File: src/rtl/jpeg_rle.sv
// JPEG run/size/amplitude symbol generator for zigzag-ordered 8x8 coefficient blocks.
// Optional JPEG_RLE_DC_PRED_EN: differential DC coding with dc_clr; otherwise DC is coded raw.
module jpeg_rle #(
  parameter int COEF_W  = 11,
  parameter int BLK_LEN = 64
) (
  input  logic              clk,
  input  logic              rst,
  input  logic              ena_in,
  output logic              rdy_out,
  input  logic [COEF_W-1:0] in,
  input  logic              dc_clr,
  output logic              ena_out,
  input  logic              rdy_in,
  output logic [3:0]        out_run,
  output logic [3:0]        out_size,
  output logic [COEF_W-1:0] out_amp,
  output logic              out_dc,
  output logic              out_last
);
  localparam int IDX_W = $clog2(BLK_LEN);
  localparam logic [IDX_W-1:0] LAST_IDX = IDX_W'(BLK_LEN - 1);
  localparam logic [IDX_W-1:0] IDX_ONE  = IDX_W'(1);
  localparam logic [COEF_W:0]  ONE      = (COEF_W + 1)'(1);

  typedef enum logic {ACCEPT, DRAIN} state_t;
  state_t state, state_nxt;

  logic [IDX_W-1:0]  idx, zcnt, zrl_left, nz;
  logic [3:0]        hold_run, hold_size;
  logic [COEF_W-1:0] hold_amp;
  logic              hold_last;

  logic              acc, ofire, is_dc, is_last, is_zero;
  logic [COEF_W:0]   ac_v, dc_v, enc_v;
  logic [3:0]        enc_size;
  logic [COEF_W-1:0] enc_amp;

  logic              ld, hold_ld, ld_dc, ld_last;
  logic [3:0]        ld_run, ld_size;
  logic [COEF_W-1:0] ld_amp;

  function automatic logic [3:0] cat(input logic [COEF_W:0] v);
    logic [COEF_W:0] a;
    a = v[COEF_W] ? -v : v;
    cat = '0;
    for (int i = 0; i <= COEF_W; i++)
      if (a[i]) cat = 4'(i + 1);
  endfunction

  // Negative values are sent as (v-1) truncated to size bits (one's complement of |v|).
  function automatic logic [COEF_W-1:0] amp(input logic [COEF_W:0] v, input logic [3:0] sz);
    logic [COEF_W:0] m, mask;
    m    = v[COEF_W] ? v - ONE : v;
    mask = (ONE << sz) - ONE;
    amp  = COEF_W'(m & mask);
  endfunction

  assign acc     = ena_in && rdy_out;
  assign ofire   = ena_out && rdy_in;
  assign rdy_out = (state == ACCEPT) && (!ena_out || rdy_in);
  assign is_dc   = (idx == '0);
  assign is_last = (idx == LAST_IDX);
  assign is_zero = (in == '0);
  assign nz      = zcnt >> 4;
  assign ac_v    = {in[COEF_W-1], in};

`ifdef JPEG_RLE_DC_PRED_EN
  logic [COEF_W-1:0] pred, pred_eff;
  assign pred_eff = dc_clr ? '0 : pred;
  assign dc_v     = ac_v - {pred_eff[COEF_W-1], pred_eff};

  always_ff @(posedge clk or negedge rst)
    if (!rst)                pred <= '0;
    else if (acc && is_dc)   pred <= in;
`else
  logic unused_dc_clr;
  assign unused_dc_clr = dc_clr;
  assign dc_v          = ac_v;
`endif

  assign enc_v    = is_dc ? dc_v : ac_v;
  assign enc_size = cat(enc_v);
  assign enc_amp  = amp(enc_v, enc_size);

  always_comb begin
    state_nxt = state;
    unique case (state)
      ACCEPT:  if (acc && !is_dc && !is_zero && nz != '0) state_nxt = DRAIN;
      DRAIN:   if (ofire && zrl_left == '0) state_nxt = ACCEPT;
      default: state_nxt = ACCEPT;
    endcase
  end

  // Picks the symbol loaded into the output register; a ZRL run first parks the AC symbol.
  always_comb begin
    ld      = 1'b0;
    hold_ld = 1'b0;
    ld_run  = '0;
    ld_size = '0;
    ld_amp  = '0;
    ld_dc   = 1'b0;
    ld_last = 1'b0;
    if (state == ACCEPT && acc) begin
      if (is_dc) begin
        ld      = 1'b1;
        ld_size = enc_size;
        ld_amp  = enc_amp;
        ld_dc   = 1'b1;
      end else if (!is_zero) begin
        ld = 1'b1;
        if (nz != '0) begin
          hold_ld = 1'b1;
          ld_run  = 4'hf;
        end else begin
          ld_run  = zcnt[3:0];
          ld_size = enc_size;
          ld_amp  = enc_amp;
          ld_last = is_last;
        end
      end else if (is_last) begin
        ld      = 1'b1;
        ld_last = 1'b1;
      end
    end else if (state == DRAIN && ofire) begin
      ld = 1'b1;
      if (zrl_left != '0) begin
        ld_run = 4'hf;
      end else begin
        ld_run  = hold_run;
        ld_size = hold_size;
        ld_amp  = hold_amp;
        ld_last = hold_last;
      end
    end
  end

  always_ff @(posedge clk or negedge rst) begin
    if (!rst) begin
      state     <= ACCEPT;
      idx       <= '0;
      zcnt      <= '0;
      zrl_left  <= '0;
      hold_run  <= '0;
      hold_size <= '0;
      hold_amp  <= '0;
      hold_last <= 1'b0;
      ena_out   <= 1'b0;
      out_run   <= '0;
      out_size  <= '0;
      out_amp   <= '0;
      out_dc    <= 1'b0;
      out_last  <= 1'b0;
    end else begin
      state <= state_nxt;
      if (acc) begin
        idx  <= is_last ? '0 : idx + IDX_ONE;
        zcnt <= (is_zero && !is_dc && !is_last) ? zcnt + IDX_ONE : '0;
      end
      if (hold_ld) begin
        hold_run  <= zcnt[3:0];
        hold_size <= enc_size;
        hold_amp  <= enc_amp;
        hold_last <= is_last;
        zrl_left  <= nz - IDX_ONE;
      end else if (state == DRAIN && ofire && zrl_left != '0) begin
        zrl_left <= zrl_left - IDX_ONE;
      end
      if (ld) begin
        ena_out  <= 1'b1;
        out_run  <= ld_run;
        out_size <= ld_size;
        out_amp  <= ld_amp;
        out_dc   <= ld_dc;
        out_last <= ld_last;
      end else if (ofire) begin
        ena_out <= 1'b0;
      end
    end
  end
endmodule

File: config.mk
export PLATFORM = sky130hd
export DESIGN_NAME = jpeg_rle
export DESIGN_NICKNAME = d
export VERILOG_FILES = /design/src/rtl/jpeg_rle.sv
export SDC_FILE = /design/constraint.sdc
export NUM_CORES = 1
export LEC_CHECK = 0
export BUFFER_PORTS_ARGS = -buffer_cell sky130_fd_sc_hd__buf_2
export CAP_MARGIN = 20
export CELL_PAD_IN_SITES_DETAIL_PLACEMENT = 1
export CELL_PAD_IN_SITES_GLOBAL_PLACEMENT = 2
export CORE_UTILIZATION = 36
export CTS_CLUSTER_SIZE = 28
export DETAILED_ROUTE_END_ITERATION = 10
export GPL_TIMING_DRIVEN = 0
export HOLD_SLACK_MARGIN = 0.15
export PLACE_DENSITY_LB_ADDON = 0.05
export SYNTH_ARGS = -nofsm -noshare
export SYNTH_HDL_FRONTEND = slang
export SYNTH_SLANG_ARGS = --single-unit
File: constraint.sdc
create_clock -name clk -period 2.8 [get_ports clk]
set_clock_uncertainty 0.05 [all_clocks]
set_input_delay 0.14 -clock clk [delete_from_list [all_inputs] [get_ports clk]]
set_output_delay 0.14 -clock clk [all_outputs]
set_load 0.02 [all_outputs]
# ---- After elaboration in Yosys (flattened, before gate mapping)
# Cells that the tools add are included.
dict set report op_classes {
  n_reduce_logical 24
  eq_ne 1
  n_shift 1
  mux 58
  bitwise 2
  n_addsub 7
}
# cell count
set ops {}
lappend ops {{two-way mux 11 bit} 7}
lappend ops {{two-way mux 4 bit} 18}
lappend ops {{two-way mux 6 bit} 4}
lappend ops {{two-way mux 1 bit} 22}
lappend ops {{adder 6 x 1 -> 6 bit, second input constant} 2}
lappend ops {{logical AND 1 bit} 12}
lappend ops {{logical NOT 6 bit} 2}
lappend ops {{two-way mux 12 bit} 1}
lappend ops {{negation 12 bit} 1}
lappend ops {{nonzero test 6 bit} 2}
lappend ops {{AND 11 bit} 1}
lappend ops {{logical NOT 11 bit} 1}
lappend ops {{<< shifter 1 x 4 -> 11 bit, first input constant} 1}
lappend ops {{subtractor 11 x 1 -> 11 bit, second input constant} 1}
lappend ops {{subtractor 11 x 2 -> 11 bit, second input constant} 1}
lappend ops {{two-way mux 3 bit} 3}
lappend ops {{== test 6 bit, second input constant} 1}
lappend ops {{subtractor 6 x 1 -> 6 bit, second input constant} 1}
lappend ops {{logical NOT 1 bit} 4}
lappend ops {{two-way mux 2 bit} 2}
lappend ops {{nonzero test 2 bit} 2}
lappend ops {{subtractor 2 x 1 -> 3 bit, second input constant} 1}
lappend ops {{case mux 1 bit (2 select lines)} 1}
lappend ops {{logical OR 1 bit} 1}
lappend ops {{inverter 1 bit} 1}
dict set report totals {
  inputBits 16
  wordCells 107
  ff_bits 61
  out_inout_bits 23
}

# ---- Logic depth before layout (Yosys ltp)
# Gate-level depths: netlist of run 1.
dict set report depth {
  word_depth 21
  mapped_depth 16
}

# ---- Worst setup path after synthesis of run 1
# OpenSTA, ideal clock, no wires.
dict set report synth_path {
  path_kind {input -> register}
  start {in in[0]}
  end {reg out_amp[6]}
  setup_slack_ps -98
  arrival_ps 2772
  stages 16
  t_required_ps 2674
  setup_time_ps 76
  cell_sequence {inv_1 > ha_1 > clkbuf_1 > nand2b_1 > o211ai_1 > o311ai_0 > nor3_1 > a2bb2oi_2 > nand2_1 > nand2b_1 > ha_1 > inv_1 > a31oi_2 > o311ai_0 > a2bb2oi_1 > o21ai_1}
}
dict set report synth_between {
  elab_chain_cells 21
  word_cells_on_any_way 27
}
# element line
set synth_lines {}
lappend synth_lines {{start, declared} 11} ;# input logic [COEF_W-1:0] in,
lappend synth_lines {{negation 12 bit} 45} ;# a = v[COEF_W] ? -v : v;
lappend synth_lines {{two-way mux 12 bit} 45}
lappend synth_lines {{two-way mux 1 bit} 48} ;# if (a[i]) cat = 4'(i + 1);
lappend synth_lines {{two-way mux 2 bit (2 in a row)} 48}
lappend synth_lines {{two-way mux 3 bit (3 in a row)} 48}
lappend synth_lines {{two-way mux 4 bit (6 in a row)} 48}
lappend synth_lines {{<< shifter 1 x 4 -> 11 bit} 55} ;# mask = (ONE << sz) - ONE;
lappend synth_lines {{subtractor 11 x 1 -> 11 bit} 55}
lappend synth_lines {{AND 11 bit} 56} ;# amp = COEF_W'(m & mask);
lappend synth_lines {{two-way mux 11 bit} 112} ;# if (nz != '0) begin
lappend synth_lines {{two-way mux 11 bit} 110} ;# end else if (!is_zero) begin
lappend synth_lines {{two-way mux 11 bit} 105} ;# if (is_dc) begin
lappend synth_lines {{two-way mux 11 bit} 104} ;# if (state == ACCEPT && acc) begin
lappend synth_lines {{end signal, assigned} 173} ;# out_amp <= ld_amp;
lappend synth_lines {{end, declared} 17} ;# output logic [COEF_W-1:0] out_amp,
# Several ways; a longest one is shown, not always the timed one.
# A chain may end at the register's enable or synchronous reset.

# ---- Final worst setup path of run 1
dict set report layout_path {
  start {in in[5]}
  end {reg out_amp[10]}
}
dict set report layout_between {
  elab_chain_cells 16
  word_cells_on_any_way 22
}
# element line
set layout_lines {}
lappend layout_lines {{negation 12 bit} 45}
lappend layout_lines {{two-way mux 12 bit} 45}
lappend layout_lines {{two-way mux 3 bit} 48}
lappend layout_lines {{two-way mux 4 bit (6 in a row)} 48}
lappend layout_lines {{<< shifter 1 x 4 -> 11 bit} 55}
lappend layout_lines {{subtractor 11 x 1 -> 11 bit} 55}
lappend layout_lines {{AND 11 bit} 56}
lappend layout_lines {{two-way mux 11 bit} 112}
lappend layout_lines {{two-way mux 11 bit} 110}
lappend layout_lines {{two-way mux 11 bit} 105}
lappend layout_lines {{two-way mux 11 bit} 104}
# Several ways; a longest one is shown, not always the timed one.

==> results of run 1 <==
-- area by class of cell --
| class | instances | area share |
|---|---|---|
| multi-input combinational | 329 | 0.478 |
| sequential | 61 | 0.336 |
| timing repair buffer | 43 | 0.0557 |
| tap | 133 | 0.0367 |
| buffer | 27 | 0.0311 |
| clock buffer | 9 | 0.0273 |
| clock inverter | 7 | 0.0215 |
| inverter | 16 | 0.0132 |
-- placed cells by master, fill, tap and decap left out, types with 9 or more instances in the layout --
cell type	instances
sky130_fd_sc_hd__a21oi_1	17
sky130_fd_sc_hd__a22oi_1	9
sky130_fd_sc_hd__buf_2	39
sky130_fd_sc_hd__buf_4	14
sky130_fd_sc_hd__clkbuf_1	10
sky130_fd_sc_hd__clkbuf_8	9
sky130_fd_sc_hd__dfrtp_1	61
sky130_fd_sc_hd__inv_1	15
sky130_fd_sc_hd__nand2_1	65
sky130_fd_sc_hd__nand3_1	12
sky130_fd_sc_hd__nor2_1	33
sky130_fd_sc_hd__nor3_1	12
sky130_fd_sc_hd__o21ai_0	25
sky130_fd_sc_hd__o21ai_1	9
sky130_fd_sc_hd__xnor2_1	15
-- per-layer routing --
layer | share of wire | track usage | vias up
met5 | 0 | 0 | -
met4 | 0.011 | 0.0653 | 0
li1 | - | - | 1670
met1 | 0.46 | 0.290 | 1785
met2 | 0.51 | 0.408 | 52
met3 | 0.026 | 0.0439 | 13
-- sequential cells by signal, indices dropped and copies added, names as in the netlist --
signal	cells
ena_out	1
hold_amp	11
hold_last	1
hold_run	4
hold_size	4
idx	6
out_amp	11
out_dc	1
out_last	1
out_run	4
out_size	4
state	1
zcnt	6
zrl_left	6
-- through the flow --
stage               instance area (um2)  setup TNS, ns  worst slack, ns  hold slack (ns)
floorplan                          3740              0           0.0388           -0.206
global placement                   4070          -9.79           -0.820            0.404
detailed placement                 4080         -11.17           -0.921            0.226
CTS                                4440              0           0.0152            0.204
global route                       4540              0          0.00216            0.254
finish                             4540              0            0.131            0.227
-- power by group through the flow --
stage / Clock (mW) / Combinational (mW) / Sequential, mW
3_5_place_dp: 0 / 1.23 / 1.41
6_report: 0.897 / 1.26 / 1.40
4_1_cts: 0.919 / 1.26 / 1.40
3_3_place_gp: 0 / 1.20 / 1.39
2_1_floorplan: 0 / 0.670 / 1.52
5_1_grt: 0.955 / 1.41 / 1.44
-- worst max path at each step --
stage	from	end	slack [ns]	cells past startpoint
after floorplan	in[0]	out_amp[6]	0.04	16
after global placement	in[0]	out_amp[10]	-0.82	17
after detailed placement	in[0]	out_amp[10]	-0.92	17
after CTS	in[0]	out_amp[10]	0.02	15
after global routing	in[0]	out_amp[10]	0.002	15
final	in[5]	out_amp[10]	0.13	13
-- logic make-up (layout without fill, tap and decap cells) --
logic type                 count (synthesis)  in the layout  share of synthesized area
AOI/OAI and AO/OA                        118            118                      0.220
and+or+nand+nor                          183            183                      0.245
xor gates and xnor gates                  19             19                     0.0465
adders and majority gates                  7              7                     0.0234
DFF                                       61             61                      0.408
buffers and inverters                     44            102                     0.0515
muxes                                      2              2                    0.00535
-- tightest hold or removal path, delay by kind of cell --
family / cells / cell delay, ns
AOI/OAI and AO/OA: 1 / 0.08
buffers and inverters: 1 / 0.16
and+or+nand+nor: 2 / 0.19
-- what timing repair did --
action                                 in CTS  in global routing
setup buffers                               4                  4
setup endpoints to repair                  30                 30
hold buffers                                2                  0
endpoints found under the hold margin      63                  0
resized for setup                          18                 20
pin swaps                                   3                  3
==> impl.org, run 1 <==
** Status
- The run finished with clean final reports.

** Placement
- Port buffering added 32 buffers.
- Including well taps, the total number of placed cells is 600.
- Routability-driven placement finished with a final weighted congestion of 0.809.
- The HPWL after detailed placement is approximately 8400 um.

** Drt
- Iteration-0 DRC Markers :: approximately 100
- The count of nets left with antenna violations once routing finished came out at 0.
- Final WL :: 11600 um
- Vias :: 3520
- Drt via density :: 5.63
- In the final routed layout, each cell accounts on average for 18.6 um.
- TritonRoute pass-1 iters :: 6
- For this run, design rule violations remaining after detail routing come to 0.

** Timing
- Setup violations remaining at the end of the flow were counted as 0.
- Hold Vio Cnt, Final :: 0
- Subtracting the final worst setup slack from the clock period gives approximately 2.7 ns.
- Setup repair after global routing left no endpoint under its margin.
- For the pin with the worst max-slew slack, the measured transition is 0.812 ns.
- The worst pin sits at a relative slew slack of 0.458.
- Number of max-slew violations in the final report :: 0
- Highest Clock Rate :: 0.375 GHz
- Fin crit share :: 0.953

** Power and ir drop
- Standby leakage power :: about 2 nW
- Across the VDD grid, the largest voltage drop is 0.423 mV.
- For this design the ratio of total power to cell area is 785 mW/mm2.
- Internal power :: 2.16 mW
- Net Sw Power :: 1.40 mW
- Of the total power, combinational logic draws 0.355.
- Power comes to ~3.6 mW.
- Switch share :: 0.393
- The share of total power dissipated in sequential elements is 0.393.
- The share of total power dissipated in the clock network is 0.252.

** Die
- Measured along the y axis, the die boundary spans 104 um.
- In this run the standard cell core region covers 0.00991 mm2.
- Die boundary width :: 104 um
- In this run the core area contains 36 standard-cell rows.
- Die area :: 0.0108 mm2
- For this configuration, the core starts out at a cell density of 0.378.
- 39 I/O pins were placed.

** Cells and area
- Number of fill cells in the layout :: 1209
- In the final layout, the share of cells above drive strength 1 is 0.224.
- Final antenna diode count :: 0
- For this run, the number of standard cells in the final layout without fillers is 625.
- At the end of the flow the core is filled with cells to 0.458.
- FF/Latch Area :: about 0.0015 mm2
- # nets final :: 510
- Area of the multi-input gates :: 0.00217 mm2
- Relative to the synthesized area, the layout overhead comes to 21.3%.

** Critical path
- The worst register-to-register path ends at out_amp[4].
- The number of buffers and inverters on the critical path is 3.
- The worst setup path is captured at a register.
- At the worst endpoint, the arrival time is 2.86 ns.
- Cell depth of the worst flop-to-flop path :: 9
- In this run the register-to-register setup slack is 0.27 ns.
- Critical path required time :: 2.99 ns
- Maximum single-stage delay on the critical path :: about 0.44 ns
- In this run the worst path has a maximum fanout of 10.
- By startpoint and endpoint, the worst setup path is classified as in -> reg.
- The largest individual stage delay along the critical path comes from the cell sky130_fd_sc_hd__nor4_4.
- Walking the worst path, the cells encountered are clkbuf_1 -> nor4_4 -> nand2_1 -> a21oi_1 -> o31ai_4 -> o21bai_2 -> or2_2 -> ha_4 -> inv_2 -> and2_4 -> a2111oi_4 -> a222oi_1 -> inv_1.
- CP delay by family, top :: simple AND/OR/NAND/NOR gates
- Kind of start point of the critical path :: input port
- Startpoint of the lowest-slack register-to-register path :: idx[0]

** Run
- The tool flagged a number of max-cap violations equal to 0.

** Clocking
- Buffers inserted during clock tree synthesis total 9.
- TritonCTS clock tree :: done
- The H-tree was split into 3 levels.
- Clock-pin slew was measured on the worst setup and hold paths at 0.08 ns.
- Clock tree synthesis selected as its root buffer the cell sky130_fd_sc_hd__clkbuf_8.
- Maximum root-to-sink buffer count :: 2
- Clock latency on the worst-skew pair, taken at its later pin, is 0.36 ns.
- Counting every sink on the clock net gives 61.

** GRT
- Overflow left after global routing :: 0
- Maximum number of pins on one net before global-route repair :: between 60 and 70
- The initial antenna violation count came to 0.
- The first global-routing pass estimated 19500 um of wire.
- GRT Util Overall :: 0.232
- The number of global-route vias before repair came to 3697.

** Logic synthesis
- The synthesized netlist contains 64 unique library cells.
- Synthesis produced 434 cells.
- Cell with the most instances after synthesis :: sky130_fd_sc_hd__nand2_1
- In the synthesized netlist, the cells that appear most often are sky130_fd_sc_hd__nand2_1, sky130_fd_sc_hd__dfrtp_1, sky130_fd_sc_hd__nor2_1, sky130_fd_sc_hd__o21ai_0, sky130_fd_sc_hd__a21oi_1.
- For this run, the number of Yosys warnings is 0.
- Predominant post-synthesis flop cell :: sky130_fd_sc_hd__dfrtp_1
- Cell types occupying the most area after synthesis :: sky130_fd_sc_hd__dfrtp_1, sky130_fd_sc_hd__nand2_1, sky130_fd_sc_hd__xnor2_1
- Post-Syn Area per Cell :: between 8 and 9 um2
- Yosys mapped a number of flops with a built-in enable equal to 0.
- Area share of the largest cell type after synthesis :: 0.408
- The synthesized design spends more area on one cell type than any other, namely sky130_fd_sc_hd__dfrtp_1.
- Post-synthesis cell area :: 0.00374 mm2
- The number of nets handed over by synthesis was 457.
- Share of the yosys chip area belonging to registers :: 0.408
- The synthesized design contains a little over 60 register bits.
- In the synthesized netlist the async set-or-reset flop fraction comes to 1.00.

** Min path
- Origin of the worst min-delay path :: in[8]
- Worst Hold Path EP :: hold_size[0]
- The tightest min-delay check is of the in -> reg type.
- Counting instances, the worst hold path has a depth of 4.
Note: power is estimated with default switching activity, not from simulation.
==> run 2, diff against run 1 <==
CELL_PAD_IN_SITES_DETAIL_PLACEMENT = default   (was 1)
CELL_PAD_IN_SITES_GLOBAL_PLACEMENT = default   (was 2)
CORE_UTILIZATION = 59   (was 36)
REMOVE_ABC_BUFFERS = 1   (was default)
==> impl.org, run 2 (same netlist as run 1, synthesis figures left out) <==
** Die
- The number of I/O pins is 39 (unchanged).
- Die boundary width :: 81.6 um (was 104 um)
- Standard-cell row count :: 28 (was 36)
- The die area is 0.00666 mm2 (was 0.0108 mm2).
- Core footprint :: 0.00603 mm2 (was 0.00991 mm2)
- The die boundary height was 81.6 um (was 104 um).
- The initial cell density of the core was 0.621 (was 0.378).

** Critical path
- Maximum single-stage delay on the critical path :: 0.42 ns (was 0.44 ns)
- Beginning of the critical path :: in[2] (was in[5])
- The worst-case reg-to-reg path depth is 9 (unchanged).
- Cells along the critical path: clkbuf_4 -> or3_4 -> nor4_4 -> a211oi_2 -> o21ba_4 -> nand3b_1 -> or2_2 -> ha_2 -> inv_2 -> and2_1 -> a2111oi_4 -> a222oi_1 -> inv_1 (was clkbuf_1 -> nor4_4 -> nand2_1 -> a21oi_1 -> o31ai_4 -> o21bai_2 -> or2_2 -> ha_4 -> inv_2 -> and2_4 -> a2111oi_4 -> a222oi_1 -> inv_1).
- Buf/Inv on CP :: 3 (unchanged)
- CP delay by family, top :: simple AND/OR/NAND/NOR gates (unchanged)
- Worst-path fanout max :: 12 (was 10)
- The data arrival at the endpoint of the critical path was 2.83 ns (was 2.86 ns).
- The capturing element type of the critical path was a register (unchanged).
- The critical setup path kind is in -> reg (unchanged).
- Endpoint of the lowest-slack register-to-register path :: hold_amp[8] (was out_amp[4])
- The total stage count of the critical path was 13 (unchanged).
- The startpoint type of the worst setup path was an input port (unchanged).
- Critical path required time :: 2.97 ns (was 2.99 ns)
- The worst setup path endpoint was out_amp[10] (unchanged).
- The highest-delay cell along the critical path is sky130_fd_sc_hd__or3_4 (was sky130_fd_sc_hd__nor4_4).
- Startpoint of the lowest-slack register-to-register path :: idx[0] (unchanged)
- The worst reg-to-reg setup slack came to 0.25 ns (was 0.27 ns).

** Timing
- Fin crit share :: 0.950 (was 0.953)
- Highest Clock Rate :: 0.376 GHz (was 0.375 GHz)
- The final hold violation count came to 0 (unchanged).
- Relative max-transition margin :: 0.479 (was 0.458)
- Measured slew at the worst slew-check pin :: 0.781 ns (was 0.812 ns)
- The number of setup violations in the final report was 0 (unchanged).
- The clock period minus worst slack is 2.66 ns (was 2.67 ns).
- Number of max-slew violations in the final report :: 0 (unchanged)
- Final hold slack :: 0.240 ns (was 0.227 ns)
- RSZ-0062 raised after global routing: no (unchanged).

** GRT
- The overall track demand over capacity in global routing came to 0.295 (was 0.232).
- The initial antenna violation count came to 0 (unchanged).
- Maximum number of pins on one net before global-route repair :: 33 (was 62)
- Overflow left after global routing :: 0 (unchanged)
- The global-route wire length before repair is 14900 um (was 19500 um).
- The number of global-route vias before repair came to 3155 (was 3697).

** Drt
- The number of nets with antenna violations after routing came to 0 (unchanged).
- TritonRoute pass-1 iters :: 5 (was 6)
- The routed wire length was 9140 um (was 11600 um).
- Iteration-0 DRC Markers :: 281 (was 103)
- Number of remaining DRC errors :: 0 (unchanged)
- The detailed-route via count is 3401 (was 3520).
- Drt via density :: 6.21 (was 5.63)
- Avg WL per Cell :: 16.7 um (was 18.6 um)

** Power and ir drop
- The power share of the clock group came to 0.241 (was 0.252).
- IR drop worst, VDD :: 0.583 mV (was 0.423 mV)
- Internal power :: 2.17 mW (was 2.16 mW)
- Net Sw Power :: 1.28 mW (was 1.40 mW)
- The total power density per cell area was 786 mW/mm2 (was 785 mW/mm2).
- Switch share :: 0.371 (was 0.393)
- Sum of internal, switching and leakage power :: 3.46 mW (was 3.56 mW)
- The standby leakage power came to 1.90 nW (was 1.95 nW).
- The part of the total power dissipated in combinational logic was 0.356 (was 0.355).
- The share of power burned in registers came to 0.403 (was 0.393).

** Status
- Status :: completed (unchanged)

** Placement
- Number of I/O port buffers :: 37 (was 32)
- The global placer's final weighted congestion is 0.906 (was 0.809).
- The post-placement cell area was 0.00397 mm2 (was 0.00408 mm2).
- The post-detailed-placement half-perimeter wirelength was 6320 um (was 8380 um).

** Cells and area
- The number of nets in the layout was 491 (was 510).
- Area added between synthesis and finish :: 17.5% (was 21.3%)
- Most frequent cells in the layout :: sky130_fd_sc_hd__nand2_1, sky130_fd_sc_hd__dfrtp_1, sky130_fd_sc_hd__buf_2 (unchanged)
- Fraction of layout instances using a drive strength above 1 :: 0.218 (was 0.224)
- The utilization after layout came to 0.730 (was 0.458).
- The antenna cell count was 0 (unchanged).
- Largest registers: hold_amp (11), out_amp (11) (unchanged).
- Area of all placed cells without fillers :: 0.00440 mm2 (was 0.00454 mm2)
- The commonest non-fill, non-tap cell in the layout was sky130_fd_sc_hd__nand2_1 (unchanged).

** Clocking
- H-tree levels :: 3 (unchanged)
- TritonCTS clock tree :: done (unchanged)
- Clock tree root buffer cell :: sky130_fd_sc_hd__clkbuf_8 (unchanged)
- Clk Latency, worst-skew pair :: 0.33 ns (was 0.36 ns)
- Post-CTS clock slew at the launch and capture registers of the worst setup and hold paths :: 0.06 ns (was 0.08 ns)
- The buffer depth of the longest clock path was 2 (unchanged).
- The number of buffers inserted during clock tree synthesis is 9 (unchanged).
- The clock net sink count was 61 (unchanged).

** Min path
- Worst min path class :: in -> reg (unchanged)

** Run
- The count of max-cap constraint violations was 0 (unchanged).
[run 2: cell types whose count changed in the layout (fill, tap and decap cells not counted), moves of 3 or more]
cell and change:
sky130_fd_sc_hd__inv_1 -3, sky130_fd_sc_hd__clkbuf_1 -7, sky130_fd_sc_hd__buf_4 -6, sky130_fd_sc_hd__buf_2 -5, sky130_fd_sc_hd__clkbuf_4 +3
[run 2: per-layer routing]
metal  global-route usage  up-vias  wire, um
li1                     -     1634         -
met1                0.408     1611      4160
met2                0.457      141      4200
met3               0.0633       15       630
met4                0.102        0       141
met5                    0        -         0
[run 2: worst min-delay path by stage]
| stage | end | from | cells past startpoint |
|---|---|---|---|
| after floorplan | ena_out | rst | 0 |
| after detailed placement | hold_run[2] | rst | 1 |
| after global routing | hold_size[0] | in[8] | 4 |
| after global placement | hold_run[3] | hold_run[3] | 2 |
| after CTS | hold_size[0] | in[8] | 4 |
| final | hold_amp[4] | in[4] | 3 |
[run 2: metrics by stage]
stage,TNS (ns),worst slack (ns),std cells
finish,0,0.139,548
global route,0,0.0110,548
CTS,0,0.00232,545
detailed placement,-8.86,-0.780,523
global placement,-32.78,-1.51,518
floorplan,-0.788,-0.315,406
[run 2: layout make-up]
class	instances	area, um2
well taps	75	93.8
clock buffers	12	135
fillers	468	1630
flip-flops and latches	61	1530
multi-input cells	329	2160
inverters	16	63.8
clock inverters	4	72.6
repair buffers	51	347
[run 2: what timing repair did]
item                                    CTS  global route
buffers inserted                          4             3
hold endpoints to repair                 31             0
resized for setup                        11            21
pin swaps                                 3             8
hold buffers                              2             0
endpoints found under the setup margin   12            13
[run 2: power by group through the flow]
stage                     logic, mW  registers [mW]  clock network [mW]
after floorplan               0.614            1.53                   0
after global placement         1.10            1.39                   0
after detailed placement       1.19            1.41                   0
after CTS                      1.22            1.39               0.846
after global routing           1.36            1.44               0.889
final                          1.23            1.39               0.834
[run 2: worst min-delay path, cell delays in order]
cell and delay [ns]:
sky130_fd_sc_hd__buf_2 0.21, sky130_fd_sc_hd__xnor2_1 0.17, sky130_fd_sc_hd__o31ai_1 0.07
==> run 3, diff against run 2 <==
CORE_UTILIZATION = 54   (was 59)
clock period = 2.3 ns   (was 2.8 ns; I/O delays follow)
==> impl.org, run 3 (same netlist as run 1, synthesis figures left out) <==
** Status
- Status: complete, but fails checks (was completed).
- The checks that failed: negative setup slack.

** Drt
- Number of nets with antenna violations after routing :: 0 (unchanged)
- The routed length per placed instance came to 17.8 um (was 16.7 um).
- The routed wire length came to 10600 um (was 9140 um).
- Iteration-0 DRC Markers :: 250 (was 281)
- The total DRC errors in the routed layout came to 0 (unchanged).
- The first-pass iteration count of the detailed router is 6 (was 5).
- The ratio of routed vias to standard cells is 6.18 (was 6.21).
- The detailed-route via count is 3658 (was 3401).

** Timing
- The final hold violation count is 0 (unchanged).
- The number of setup violations in the final report was 10 (was 0).
- Final critical path time including I/O delays and setup :: between 2 and 2.5 ns
- Final TNS setup :: -0.574 ns (was 0 ns)
- Relative max-transition margin :: 0.488 (was 0.479)
- Final Worst Setup Slack :: -0.0987 ns (was 0.139 ns)
- RSZ-0062 raised after global routing: yes (was no).
- Fin crit share :: 1.04
- The number of slew-limit violations in the final report came to 0 (unchanged).
- Timing would allow up to 0.417 GHz.
- Measured slew at the worst slew-check pin :: 0.768 ns (was 0.781 ns)

** GRT
- The total congestion overflow was 0 (unchanged).
- The global-route wire length before repair was 15900 um (was 14900 um).
- Antenna violations before repair :: 0 (unchanged)
- The maximum number of pins on one net before global-route repair came to 33 (unchanged).
- The number of global-route vias before repair was 3238 (was 3155).
- The overall track demand over capacity in global routing came to 0.283 (was 0.295).

** Power and ir drop
- The peak ir drop on the vdd network is 0.584 mV (was 0.583 mV).
- The total power density per cell area is 882 mW/mm2 (was 786 mW/mm2).
- Sum of internal, switching and leakage power :: 4.40 mW (was 3.46 mW)
- The standby leakage power came to 2.17 nW (was 1.90 nW).

** Critical path
- The data required time of the critical path is 2.51 ns (was 2.97 ns).
- Kind of start point of the critical path :: input port (unchanged)
- Classification of the worst setup path :: in -> reg (unchanged)
- Worst-path fanout max :: 6 (was 12)
- Arrival @ worst endpoint :: 2.61 ns (was 2.83 ns)
- Crit path capture type :: register (unchanged)

** Cells and area
- The fraction of final layout cells with drive strength greater than 1 is 0.334 (was 0.218).
- Most frequent cells in the layout: sky130_fd_sc_hd__nand2_1, sky130_fd_sc_hd__dfrtp_1, sky130_fd_sc_hd__buf_4 (was sky130_fd_sc_hd__nand2_1, sky130_fd_sc_hd__dfrtp_1, sky130_fd_sc_hd__buf_2).
- The number of nets in the layout came to 534 (was 491).
- Largest registers :: hold_amp (11), out_amp (11) (unchanged)
- The antenna cell count came to 0 (unchanged).
- The commonest non-fill, non-tap cell in the layout is sky130_fd_sc_hd__nand2_1 (unchanged).
- The layout-stage area growth over the synthesis result was 33.4% (was 17.5%).

** Die
- The die area is 0.00727 mm2 (was 0.00666 mm2).
- The area inside the core boundary came to 0.00653 mm2 (was 0.00603 mm2).
- Die boundary width :: 85.2 um (was 81.6 um)
- Die Span Y :: 85.2 um (was 81.6 um)
- The initial cell density of the core is 0.573 (was 0.621).
- Number of top-level pins :: 39 (unchanged)
- Standard-cell row count :: 29 (was 28)

** Min path
- The path type of the worst min-delay path is in -> reg (unchanged).

** Placement
- Placed wire-length estimate :: 6320 um (about the same)
- Number of I/O port buffers :: 37 (unchanged)
- The global placer's final weighted congestion came to 0.890 (was 0.906).

** Clocking
- The clock latency on the worst-skew pair is 0.34 ns (was 0.33 ns).
- The clock-pin slew on the worst setup and hold paths is 0.06 ns (about the same).
- The CTS tree is done (unchanged).
- Maximum root-to-sink buffer count :: 2 (unchanged)
- Clock tree root buffer cell :: sky130_fd_sc_hd__clkbuf_8 (unchanged)
- The deepest level of the CTS H-tree came to 3 (unchanged).
- The clock net sink count came to 61 (unchanged).
- The number of buffers inserted during clock tree synthesis is 9 (unchanged).

** Run
- The count of max-cap constraint violations is 0 (unchanged).
## run 3: cell types whose count changed in the layout (fill, tap and decap cells not counted), moves of 4 or more
cell                      before  now
sky130_fd_sc_hd__buf_12        1    6
sky130_fd_sc_hd__buf_2        34   30
sky130_fd_sc_hd__buf_4         8   45
sky130_fd_sc_hd__buf_6         1    8
sky130_fd_sc_hd__nor3_1       13    9
sky130_fd_sc_hd__nor3_2        1    6
sky130_fd_sc_hd__o21ai_2       0    4
## run 3: power breakdown
group	switching [mW]	internal [mW]	total, mW	leakage [nW]
registers	0.275	1.44	1.71	0.793
clock network	0.419	0.489	0.907	0.0919
logic	1.02	0.766	1.78	1.28
## run 3: path summary, 6_finish.rpt
check | startpoint | end | depth (start not counted) | slack [ns]
max | in[1] | hold_amp[6] | 14 | -0.1
min | in[4] | hold_amp[4] | 3 | 0.14
max reg2reg | zcnt[4] | out_amp[8] | 11 | 0.09
min reg2reg | hold_run[2] | hold_run[2] | 2 | 0.42
max in group asynchronous | rst | zrl_left[3] | 3 | 1.30
min in group asynchronous | rst | ena_out | 2 | 0.29
## run 3: cell type report
class,instances,area (um2)
clock buffers,10,128
clock inverters,5,52.6
fillers,454,1540
inverters,16,71.3
multi-input cells,329,2350
flip-flops and latches,61,1530
well taps,77,96.3
repair buffers,94,763
## run 3: routing by layer
metal / up-vias / global-route usage / wire (um)
met4: 0 / 0.103 / 151
met2: 158 / 0.430 / 5060
li1: 1722 / - / -
met3: 17 / 0.0661 / 735
met5: - / 0 / 0
met1: 1761 / 0.396 / 4620
## run 3: worst max-delay path, stage by stage
cell                        delay (ns)
sky130_fd_sc_hd__buf_12           0.11
sky130_fd_sc_hd__or3_4            0.43
sky130_fd_sc_hd__buf_6            0.14
sky130_fd_sc_hd__o21ai_2          0.14
sky130_fd_sc_hd__a21oi_2          0.09
sky130_fd_sc_hd__o31ai_4          0.29
sky130_fd_sc_hd__o21bai_4         0.21
sky130_fd_sc_hd__or2_4            0.16
sky130_fd_sc_hd__ha_4             0.14
sky130_fd_sc_hd__inv_4            0.04
sky130_fd_sc_hd__a31oi_4          0.26
sky130_fd_sc_hd__o311ai_2         0.17
sky130_fd_sc_hd__a2bb2oi_2        0.16
sky130_fd_sc_hd__o21ai_1          0.15
## run 3: timing repair
| action | CTS | global route |
|---|---|---|
| gates resized for setup | 62 | 41 |
| gates cloned | 0 | 2 |
| setup buffers | 28 | 18 |
| setup endpoints to repair | 44 | 36 |
| hold buffers | 2 | 2 |
| endpoints found under the hold margin | 31 | 3 |
| pin swaps | 26 | 23 |
## run 3: through the flow
stage	utilization	cell area, um2	setup WS (ns)	cells	hold slack, ns
final	0.764	4990	-0.0987	592	0.139
after global routing	0.764	4990	-0.198	592	0.177
after CTS	0.712	4650	-0.0198	570	0.164
after detailed placement	0.609	3980	-1.34	525	0.155
after global placement	0.596	3890	-2.06	520	0.386
after floorplan	-	3610	-0.815	406	-0.231
